--- src/rtl/simd_result_unpacker.sv ---
// simd_result_unpacker
//   Captures one packed ALU sum word (plus its per-4-bit-slice carry flags and lane mode)
//   and streams it out one lane per accepted beat, LSB lane first.
//
// Ports
//   clk                    rising-edge clock
//   reset                  asynchronous active-low reset
//   USE_SIMD[1:0]          lane mode: 00=1x32, 01=2x16, 10=4x8, 11=8x4 (sampled with S)
//   S[31:0]                packed sum word, lane 0 in the LSBs
//   result_SIMD_carry_out  carry flag per 4-bit slice, bit i belongs to S[4i+3:4i]
//   in_valid / in_ready    input handshake
//   out_data[32:0]         current lane, LSB-aligned; lane carry at bit W when CARRY_EXT=1
//   out_lane[2:0]          index of the current lane
//   out_last               current lane is the last lane of the word
//   out_valid / out_ready  output handshake
//   beat_count[15:0]       accepted output beats, wrapping

module simd_result_unpacker #(
    parameter int unsigned CARRY_EXT = 1
) (
    input  logic        clk,
    input  logic        reset,
    input  logic [1:0]  USE_SIMD,
    input  logic [31:0] S,
    input  logic [7:0]  result_SIMD_carry_out,
    input  logic        in_valid,
    output logic        in_ready,
    output logic [32:0] out_data,
    output logic [2:0]  out_lane,
    output logic        out_last,
    output logic        out_valid,
    input  logic        out_ready,
    output logic [15:0] beat_count
);

    typedef enum logic [0:0] {StIdle, StEmit} state_e;

    state_e      state_q, state_d;
    logic [31:0] s_q, s_d;
    logic [7:0]  flags_q, flags_d;
    logic [1:0]  mode_q, mode_d;
    logic [2:0]  lane_q, lane_d;
    logic [15:0] beat_count_q, beat_count_d;

    logic        accept;
    logic        last_accept;
    logic        capture;
    logic        is_last;
    logic [2:0]  last_idx;
    logic [31:0] lane_data;
    logic        lane_carry;
    logic [5:0]  lane_w;

    // Lane decode from the captured word only, so USE_SIMD changes mid-word are ignored.
    always_comb begin
        last_idx   = 3'd0;
        lane_data  = s_q;
        lane_carry = flags_q[7];
        lane_w     = 6'd32;
        unique case (mode_q)
            2'b00: begin
                last_idx   = 3'd0;
                lane_data  = s_q;
                lane_carry = flags_q[7];
                lane_w     = 6'd32;
            end
            2'b01: begin
                last_idx   = 3'd1;
                lane_data  = (s_q >> {lane_q[0], 4'b0000}) & 32'h0000_FFFF;
                lane_carry = flags_q[{lane_q[0], 2'b11}];
                lane_w     = 6'd16;
            end
            2'b10: begin
                last_idx   = 3'd3;
                lane_data  = (s_q >> {lane_q[1:0], 3'b000}) & 32'h0000_00FF;
                lane_carry = flags_q[{lane_q[1:0], 1'b1}];
                lane_w     = 6'd8;
            end
            2'b11: begin
                last_idx   = 3'd7;
                lane_data  = (s_q >> {lane_q, 2'b00}) & 32'h0000_000F;
                lane_carry = flags_q[lane_q];
                lane_w     = 6'd4;
            end
            default: ;
        endcase
    end

    always_comb begin
        out_valid   = (state_q == StEmit);
        is_last     = (lane_q == last_idx);
        out_last    = out_valid && is_last;
        out_lane    = lane_q;
        accept      = out_valid && out_ready;
        last_accept = accept && is_last;
        // Accepting a new word on the last beat keeps back-to-back words bubble-free.
        in_ready    = (state_q == StIdle) || last_accept;
        capture     = in_valid && in_ready;

        out_data = 33'd0;
        if (out_valid) begin
            out_data = {1'b0, lane_data};
            if (CARRY_EXT != 0) begin
                out_data = out_data | (33'(lane_carry) << lane_w);
            end
        end
        beat_count = beat_count_q;
    end

    always_comb begin
        state_d      = state_q;
        s_d          = s_q;
        flags_d      = flags_q;
        mode_d       = mode_q;
        lane_d       = lane_q;
        beat_count_d = beat_count_q + {15'd0, accept};

        if (accept) begin
            lane_d = last_accept ? 3'd0 : lane_q + 3'd1;
        end

        if (capture) begin
            s_d     = S;
            flags_d = result_SIMD_carry_out;
            mode_d  = USE_SIMD;
            lane_d  = 3'd0;
        end

        unique case (state_q)
            StIdle: if (capture) state_d = StEmit;
            StEmit: if (last_accept && !capture) state_d = StIdle;
            default: state_d = StIdle;
        endcase
    end

    always_ff @(posedge clk or negedge reset) begin
        if (!reset) begin
            state_q      <= StIdle;
            s_q          <= 32'd0;
            flags_q      <= 8'd0;
            mode_q       <= 2'd0;
            lane_q       <= 3'd0;
            beat_count_q <= 16'd0;
        end else begin
            state_q      <= state_d;
            s_q          <= s_d;
            flags_q      <= flags_d;
            mode_q       <= mode_d;
            lane_q       <= lane_d;
            beat_count_q <= beat_count_d;
        end
    end

endmodule

--- config.mk ---
export PLATFORM = sky130hd
export DESIGN_NAME = simd_result_unpacker
export DESIGN_NICKNAME = d
export VERILOG_FILES = /design/src/rtl/simd_result_unpacker.sv
export SDC_FILE = /design/constraint.sdc
export NUM_CORES = 1
export LEC_CHECK = 0
export ABC_AREA = 1
export CAP_MARGIN = 20
export CELL_PAD_IN_SITES_DETAIL_PLACEMENT = 2
export CELL_PAD_IN_SITES_GLOBAL_PLACEMENT = 2
export CORE_UTILIZATION = 30
export DETAILED_ROUTE_END_ITERATION = 6
export PLACE_DENSITY = 0.89
export SYNTH_ARGS = -nofsm -noshare
export SYNTH_HDL_FRONTEND = slang
export SYNTH_SLANG_ARGS = --single-unit
--- constraint.sdc ---
create_clock -name clk -period 3.95 [get_ports clk]
set_input_delay 0.79 -clock clk [delete_from_list [all_inputs] [get_ports clk]]
set_output_delay 0.79 -clock clk [all_outputs]
set_load 0.05 [all_outputs]
==> results of run 1 <==
-- state kept, by name (all words and copies together), names as in the netlist --
signal	flops
out_valid	1
beat_count	16
flags_q	8
s_q	32
mode_q	2
out_lane	3
-- cell usage in the layout (no fill, tap or decap), drive strengths merged, types with 4 or more instances in the layout --
master,n
nor2,39
dfrtp,62
nand3,104
buf,14
clkbuf,10
clkdlybuf4s50,93
o211ai,13
xnor2,4
inv,42
a21oi,7
o21ai,15
nor3,6
nand2,178
xor2,10
-- power breakdown --
part	internal [mW]	total [mW]	switching, mW	leakage, nW
combinational	1.15	3.71	2.56	1.55
clock	0.551	0.860	0.308	0.152
sequential	0.900	1.27	0.375	0.765
-- layer usage --
layer,vias to the layer above,wire length (µm),global-route usage [%]
met3,18,678,4.10
li1,1903,-,-
met4,0,300,8.15
met2,97,7920,41.0
met1,2044,6840,29.3
met5,-,0,0
-- through the flow --
| step | worst slack [ps] | total power, mW |
|---|---|---|
| final | 191 | 5.85 |
| after global routing | 113 | 6.18 |
| after CTS | 202 | 5.89 |
| after detailed placement | 575 | 4.97 |
| after global placement | 698 | 4.82 |
| after floorplan | 603 | 3.87 |
-- logic make-up (layout without fill, tap and decap cells) --
kind of cell	Yosys count	count (layout)	synth area share, %
flops	62	62	38.0
simple gates	330	330	40.7
xor+xnor	14	14	3.00
fa+ha+maj	3	3	0.919
compound gates	49	49	7.72
buf+inv	74	165	9.71
-- how the worst min path moves through the flow --
stage / startpoint / end / slack (ps) / cells past startpoint
after detailed placement: beat_count[15] / beat_count[15] / 470 / 1
final: reset / s_q[17] / 440 / 1
after CTS: reset / s_q[17] / 460 / 1
after global routing: reset / s_q[9] / 480 / 1
after global placement: beat_count[15] / beat_count[15] / 460 / 1
after floorplan: flags_q[0] / flags_q[0] / 460 / 2
-- cell type report --
type	count	area share, %
Inverter	42	2.91
Timing Repair Buffer	107	19.2
Clock buffer	10	4.22
Tap cell	176	4.06
Clock inverter	6	1.59
Multi-Input combinational cell	396	39.4
Sequential cell	62	28.6
==> flow_metrics.tcl, run 1 <==
set metrics [dict create \
    status "finished clean" \
    yosysWarnings 0 \
    period_share_pct 95.2 \
    min_period_ps 3760 \
    syn_area_per_cell_um2 7.68 \
    yosys.area.top_type "dfrtp_1" \
    synth.ff_latch_count 62 \
    finalHoldViolations 0 \
    path_max_fanout 9 \
    hold_buffers 0 \
    wirelength_um 15700 \
    r2r_slack_ps 1280 \
    cpPeakStageDelay_ps 820 \
    crit_chain "inv_1, nor2_1, nand3_1, nand2_1, a21oi_1, nor2_1, clkdlybuf4s50_1" \
    grt_pass1_wl_um 25500 \
    die_w_um 119 \
    synth_most_common_cell "nand3_1" \
    fin_skew_ps 6.87 \
    cts_tree "built" \
    fill_cells 1552 \
    stdcell_area_um2 5430 \
    drc 0 \
    syn_nets 581 \
    synthesis.area_um2 4090 \
    dpl_cell_area_um2 5110 \
    hold_ws_ps 443 \
    multi_input_area_um2 2140 \
    yosysTopAreaCellShare_pct 38.0 \
    rows 42 \
    dp_cells 783 \
    crit_start "mode_q[1]" \
    endpoint "out_data[0]" \
    dieArea_um2 14100 \
    pin_count 101 \
    via_count 4062 \
    place_hpwl_um 11100 \
    seq_area_um2 1550 \
    arrival_ps 2970 \
    path_buf_inv 2 \
    cts_max_path_buffers 2 \
    p_per_area_nw_per_um2 1080 \
    overflow 0 \
    netlist_instances 532 \
    clockRootBuffer "clkbuf_16" \
    slew_headroom_pct 37.7 \
    rsz0062_at_grt "no" \
    drv_cap 0 \
    cts_sinks 62 \
    async_flop_share_pct 100 \
    ir_drop_mv 0.428 \
    finalCoreUtilization_pct 41.0 \
    crit_path_start_kind "flip-flop" \
    synth-main-ff-cell "dfrtp_1" \
    drtIter0Drc 170 \
    hold_path_class "in2async" \
    setup_viol 0 \
    yosysSeqAreaShare_pct 38.0 \
    tns_ps 0 \
    synth_cell_types 34 \
    grt_max_degree 46 \
    tightest_slew_ps 934 \
    grt_pass1_vias 4565 \
    syn2layout_area_growth_pct 32.8 \
    htreeDepth 3 \
    initial_core_util_pct 30.8 \
    p_leak_nw 2.46 \
    clk_pin_slew_ps 60 \
    crit_path_end_kind "output port" \
    r2r-start "out_valid" \
    finalNonFillerCells 799 \
    final_max_slew_viol_count 0 \
    synth_enable_flop_cells 0 \
    ys_top_cells_by_count "nand3_1 (103), nand2_1 (93), nand2_2 (82)" \
    path_delay_family "simple AND/OR/NAND/NOR gates" \
    first_pass_iters 4 \
    core_um2 13200 \
    crit_slowest_cell "clkdlybuf4s50_1" \
    track_usage_pct 23.6 \
    cts_setup_buffers 0 \
    portBuffers 100 \
    r2r_end "beat_count[12]" \
    critical_path_class "reg2out" \
    nets 667 \
    antenna_found_initial 0 \
    gp_congestion 0.857 \
    fp.dieH_um 119 \
    viasPerCell 5.08 \
    max_freq_mhz 266 \
    routedWlPerCell_um 19.7 \
    ff2ff_path_depth 10 \
    cts-buffers-inserted 9 \
    critical_path.most_common_cell "nor2_1" \
    synth_area_leaders "dfrtp_1 (38%), nand3_1 (13%), nand2_2 (13%), nand2_1 (8.5%), inv_1 (3.5%)" \
    cts-resized-gates 0 \
    antenna_left 0 \
    cp_num_cells 7 \
    critPathRequiredTime_ps 3160 \
    drive_gt1_share_pct 20.4 \
    clock_latency_ps 340 \
    n_antenna_cell 0 \
]
Power figures use the tool's default switching activity.
==> run 2: changes to the inputs <==
--- a/config.mk
+++ b/config.mk
@@ -11,7 +11,7 @@
 export CELL_PAD_IN_SITES_GLOBAL_PLACEMENT = 2
 export CORE_UTILIZATION = 30
 export DETAILED_ROUTE_END_ITERATION = 6
-export PLACE_DENSITY = 0.89
+export PLACE_DENSITY_LB_ADDON = 0.1
 export SYNTH_ARGS = -nofsm -noshare
 export SYNTH_HDL_FRONTEND = slang
 export SYNTH_SLANG_ARGS = --single-unit
==> run 2 against run 1 <==
  * First-iteration DRC count shrank 27%
  * Fmax is 2.7% higher
  * Count of clock-buffer cells in the layout grew 2
  * Wire length is 7.8% lower
  * Global-route usage down 1.3 points
  * Utilization shrank 0.21 points
  * Cell count down 0.13%
  * Die area is the same
  * Non-clock buffer count is 1 lower
==> flow_metrics.tcl, run 2 (same netlist as run 1, synthesis figures left out) <==
set metrics [dict create \
    max_freq_mhz 273 \
    dpl_cell_area_um2 5100 \
    htreeDepth 3 \
    cts-resized-gates 0 \
    rows 42 \
    mostFrequentLayoutCell "nand3_1" \
    clockRootBuffer "clkbuf_16" \
    p_leak_nw 2.45 \
    tns_ps 0 \
    tightest_slew_ps 982 \
    top_register "s_q" \
    final_max_slew_viol_count 0 \
    drv_cap 0 \
    fp.dieH_um 119 \
    grt_pass1_vias 4365 \
    gp_congestion 0.865 \
    dp_cells 782 \
    cts_tree "built" \
    finalNonFillerCells 798 \
    portBuffers 100 \
    first_pass_iters 4 \
    cts_max_path_buffers 2 \
    dieArea_um2 14100 \
    antenna_found_initial 0 \
    track_usage_pct 22.3 \
    pin_count 101 \
    critPathRequiredTime_ps 3160 \
    drc 0 \
    p_per_area_nw_per_um2 1050 \
    grt_pass1_wl_um 24100 \
    status "finished clean" \
    drive_gt1_share_pct 20.4 \
    cts-buffers-inserted 9 \
    routedWlPerCell_um 18.2 \
    slew_headroom_pct 34.5 \
    fill_cells 1541 \
    n_antenna_cell 0 \
    setup_slack_ps 290 \
    cts_sinks 62 \
    drtIter0Drc 124 \
    hold_path_class "reg2reg" \
    crit_path_end_kind "output port" \
    final_cell_mix "nand3_1 (103), nand2_1 (93), clkdlybuf4s50_1 (93), nand2_2 (82), dfrtp_1 (62)" \
    grt_max_degree 46 \
    die_w_um 119 \
    hold_ws_ps 500 \
    ir_drop_mv 0.348 \
    viasPerCell 4.87 \
    critical_path_class "reg2out" \
    p_total_mw 5.68 \
    finalHoldViolations 0 \
    core_um2 13200 \
    nets 666 \
    dpl_worst_slack_ps 635 \
    via_count 3888 \
    setup_viol 0 \
    multi_input_area_um2 2140 \
    rsz0062_at_grt "no" \
    antenna_left 0 \
    initial_core_util_pct 30.8 \
    largest_reg_flops 32 \
    wirelength_um 14500 \
    period_share_pct 92.7 \
    clock_latency_ps 340 \
    min_period_ps 3660 \
    clk_pin_slew_ps 60 \
    overflow 0 \
    crit_path_start_kind "flip-flop" \
    hold_buffers 0 \
    syn2layout_area_growth_pct 32.1 \
    arrival_ps 2870 \
    cts_setup_buffers 0 \
    finalCoreUtilization_pct 40.8 \
    stdcell_area_um2 5400 \
    path_max_fanout 17 \
    fin_skew_ps 6.43 \
    place_hpwl_um 10700 \
    seq_area_um2 1550 \
]
==> run 2: cell types whose count changed in the layout (fill, tap and decap cells not counted) <==
cell and delta:
buf_4 -1, clkinvlp_4 +1, clkbuf_8 +3, bufinv_16 -2
inv_6 +1, clkbuf_1 -1, clkinv_2 -1, clkinv_4 -1
==> run 2: power breakdown <==
group / total (mW) / switching [mW] / internal (mW)
logic: 3.63 / 2.49 / 1.14
clock network: 0.777 / 0.301 / 0.477
registers: 1.27 / 0.371 / 0.900
total: 5.68 / 3.16 / 2.52
==> run 2: final cells by class <==
class	instances	share of cell area, %
clock buffer	12	4.94
clock inverter	4	0.533
inverter	42	2.92
multi-input combinational	396	39.6
sequential	62	28.7
tap	176	4.08
timing repair buffer	106	19.2
==> run 2: final timing paths <==
check / startpoint / end / slack [ps] / depth (start not counted)
max: out_valid / out_data[12] / 290 / 3
min: flags_q[0] / flags_q[0] / 500 / 2
max reg2reg: out_valid / beat_count[12] / 1380 / 10
min reg2reg: flags_q[0] / flags_q[0] / 500 / 2
max in group asynchronous: reset / s_q[1] / 2500 / 2
min in group asynchronous: reset / out_lane[0] / 610 / 1
==> run 2: per-layer routing <==
layer	vias up	routed length, µm	GRT usage [%]
met5	-	0	0
met1	1902	6840	29.3
met3	17	499	4.54
li1	1899	-	-
met4	0	172	5.70
met2	70	7010	37.1
==> run 2: worst max-delay path: stages, from the launching register on <==
cell	delay, ps
dfrtp_1	660
nand2_1	530
o22ai_1	450
clkdlybuf4s50_1	870
==> run 3: changes to the inputs <==
--- a/config.mk
+++ b/config.mk
@@ -11,7 +11,7 @@
 export CELL_PAD_IN_SITES_GLOBAL_PLACEMENT = 2
 export CORE_UTILIZATION = 30
 export DETAILED_ROUTE_END_ITERATION = 6
-export PLACE_DENSITY_LB_ADDON = 0.1
+export PLACE_DENSITY_LB_ADDON = 0.08
 export SYNTH_ARGS = -nofsm -noshare
 export SYNTH_HDL_FRONTEND = slang
 export SYNTH_SLANG_ARGS = --single-unit
==> run 3 against run 2 <==
  * Setup slack better by 42 ps
  * Via count up 3.0%
  * Combinational power up 1%
  * Critical endpoint unchanged
==> flow_metrics.tcl, run 3 (same netlist as run 1, synthesis figures left out) <==
set metrics [dict create \
    status "finished clean" \
    viasPerCell 5.00 \
    n_antenna_cell 0 \
    via_count 4003 \
    hold_buffers 0 \
    crit_path_start_kind "flip-flop" \
    dieArea_um2 14100 \
    pin_count 101 \
    crit_path_end_kind "output port" \
    antenna_left 0 \
    mostFrequentLayoutCell "nand3_1" \
    place_hpwl_um 10600 \
    min_period_ps 3620 \
    period_share_pct 91.6 \
    p_per_area_nw_per_um2 1070 \
    r2r_end "beat_count[12]" \
    initial_core_util_pct 30.8 \
    wirelength_um 15000 \
    tns_ps 0 \
    hold_path_class "in2async" \
    drtIter0Drc 171 \
    crit_start "out_valid" \
    drive_gt1_share_pct 20.7 \
    routedWlPerCell_um 18.7 \
    largest_reg_flops 32 \
    cts_setup_buffers 0 \
    setup_viol 0 \
    dp_cells 783 \
    first_pass_iters 4 \
    ff2ff_path_depth 10 \
    rows 42 \
    core_um2 13200 \
    grt_max_degree 46 \
    clk_pin_slew_ps 60 \
    p_total_mw 5.86 \
    max_freq_mhz 276 \
    drc 0 \
    r2r_slack_ps 1320 \
    fin_skew_ps 6.62 \
    grt_pass1_wl_um 24300 \
    rsz0062_at_grt "no" \
    top_register "s_q" \
    critPathRequiredTime_ps 3160 \
    r2r-start "out_valid" \
    path_max_fanout 17 \
    nets 668 \
    fp.dieH_um 119 \
    grt_pass1_vias 4374 \
    overflow 0 \
    cts_sinks 62 \
    finalHoldViolations 0 \
    antenna_found_initial 0 \
    finalNonFillerCells 800 \
    cts-resized-gates 0 \
    slew_headroom_pct 31.1 \
    cts_max_path_buffers 2 \
    p_leak_nw 2.49 \
    ir_drop_mv 0.449 \
    final_cell_mix "nand3_1 (103), nand2_1 (93), clkdlybuf4s50_1 (93), nand2_2 (82), dfrtp_1 (62)" \
    cts_tree "built" \
    portBuffers 100 \
    gp_congestion 0.806 \
    die_w_um 119 \
    track_usage_pct 22.4 \
    critical_path_class "reg2out" \
    arrival_ps 2830 \
    htreeDepth 3 \
    clockRootBuffer "clkbuf_16" \
    final_max_slew_viol_count 0 \
    tightest_slew_ps 1030 \
    cts-buffers-inserted 9 \
    syn2layout_area_growth_pct 34.0 \
    clock_latency_ps 340 \
    drv_cap 0 \
]
==> run 3: cell types whose count changed in the layout (fill, tap and decap cells not counted), sizes merged <==
cell / delta
clkinvlp: -1
bufinv: +3
clkbuf: -3
clkinv: +1
buf: +2
==> run 3: worst max-delay path, stage by stage (launching register included) <==
cell and delay (ps):
dfrtp_1 640, nand2_1 520, o22ai_1 440, clkdlybuf4s50_1 880
==> run 3: power breakdown <==
part           total, mW  switching [mW]  internal (mW)  leakage [nW]
registers           1.26           0.363          0.900         0.765
logic               3.67            2.52           1.15          1.56
clock network      0.930           0.312          0.618         0.166
==> run 3: routing by layer <==
| layer | part of all wire, % | up-vias | global-route usage (%) |
|---|---|---|---|
| met5 | 0 | - | 0 |
| met3 | 3.0 | 13 | 4.01 |
| met4 | 1.5 | 0 | 7.59 |
| met1 | 47 | 2015 | 29.9 |
| li1 | - | 1901 | - |
| met2 | 48 | 74 | 36.5 |
==> run 3: final cells by class <==
cell class                 count  area [µm²]
timing repair buffer         108        1060
inverter                      42         158
clock inverter                 7         120
multi-input combinational    396        2140
fill                        1559        7770
tap                          176         220
clock buffer                   9         225
sequential                    62        1550
==> run 3: worst max path at each step <==
stage,cells past startpoint,slack (ps),end
floorplan,5,600,out_last
global placement,3,770,out_data[12]
detailed placement,3,680,out_data[12]
CTS,3,290,out_data[12]
global route,3,180,out_data[12]
finish,3,330,out_data[12]
==> run 3: per-stage QoR <==
stage / utilization (%) / setup slack (ps) / hold slack (ps) / instance area (µm²)
2_1_floorplan: - / 603 / 459 / 4090
3_3_place_gp: 38.6 / 773 / 489 / 5110
3_5_place_dp: 38.6 / 681 / 487 / 5110
6_report: 41.3 / 332 / 366 / 5480
5_1_grt: 41.3 / 178 / 382 / 5480
4_1_cts: 41.2 / 295 / 505 / 5460
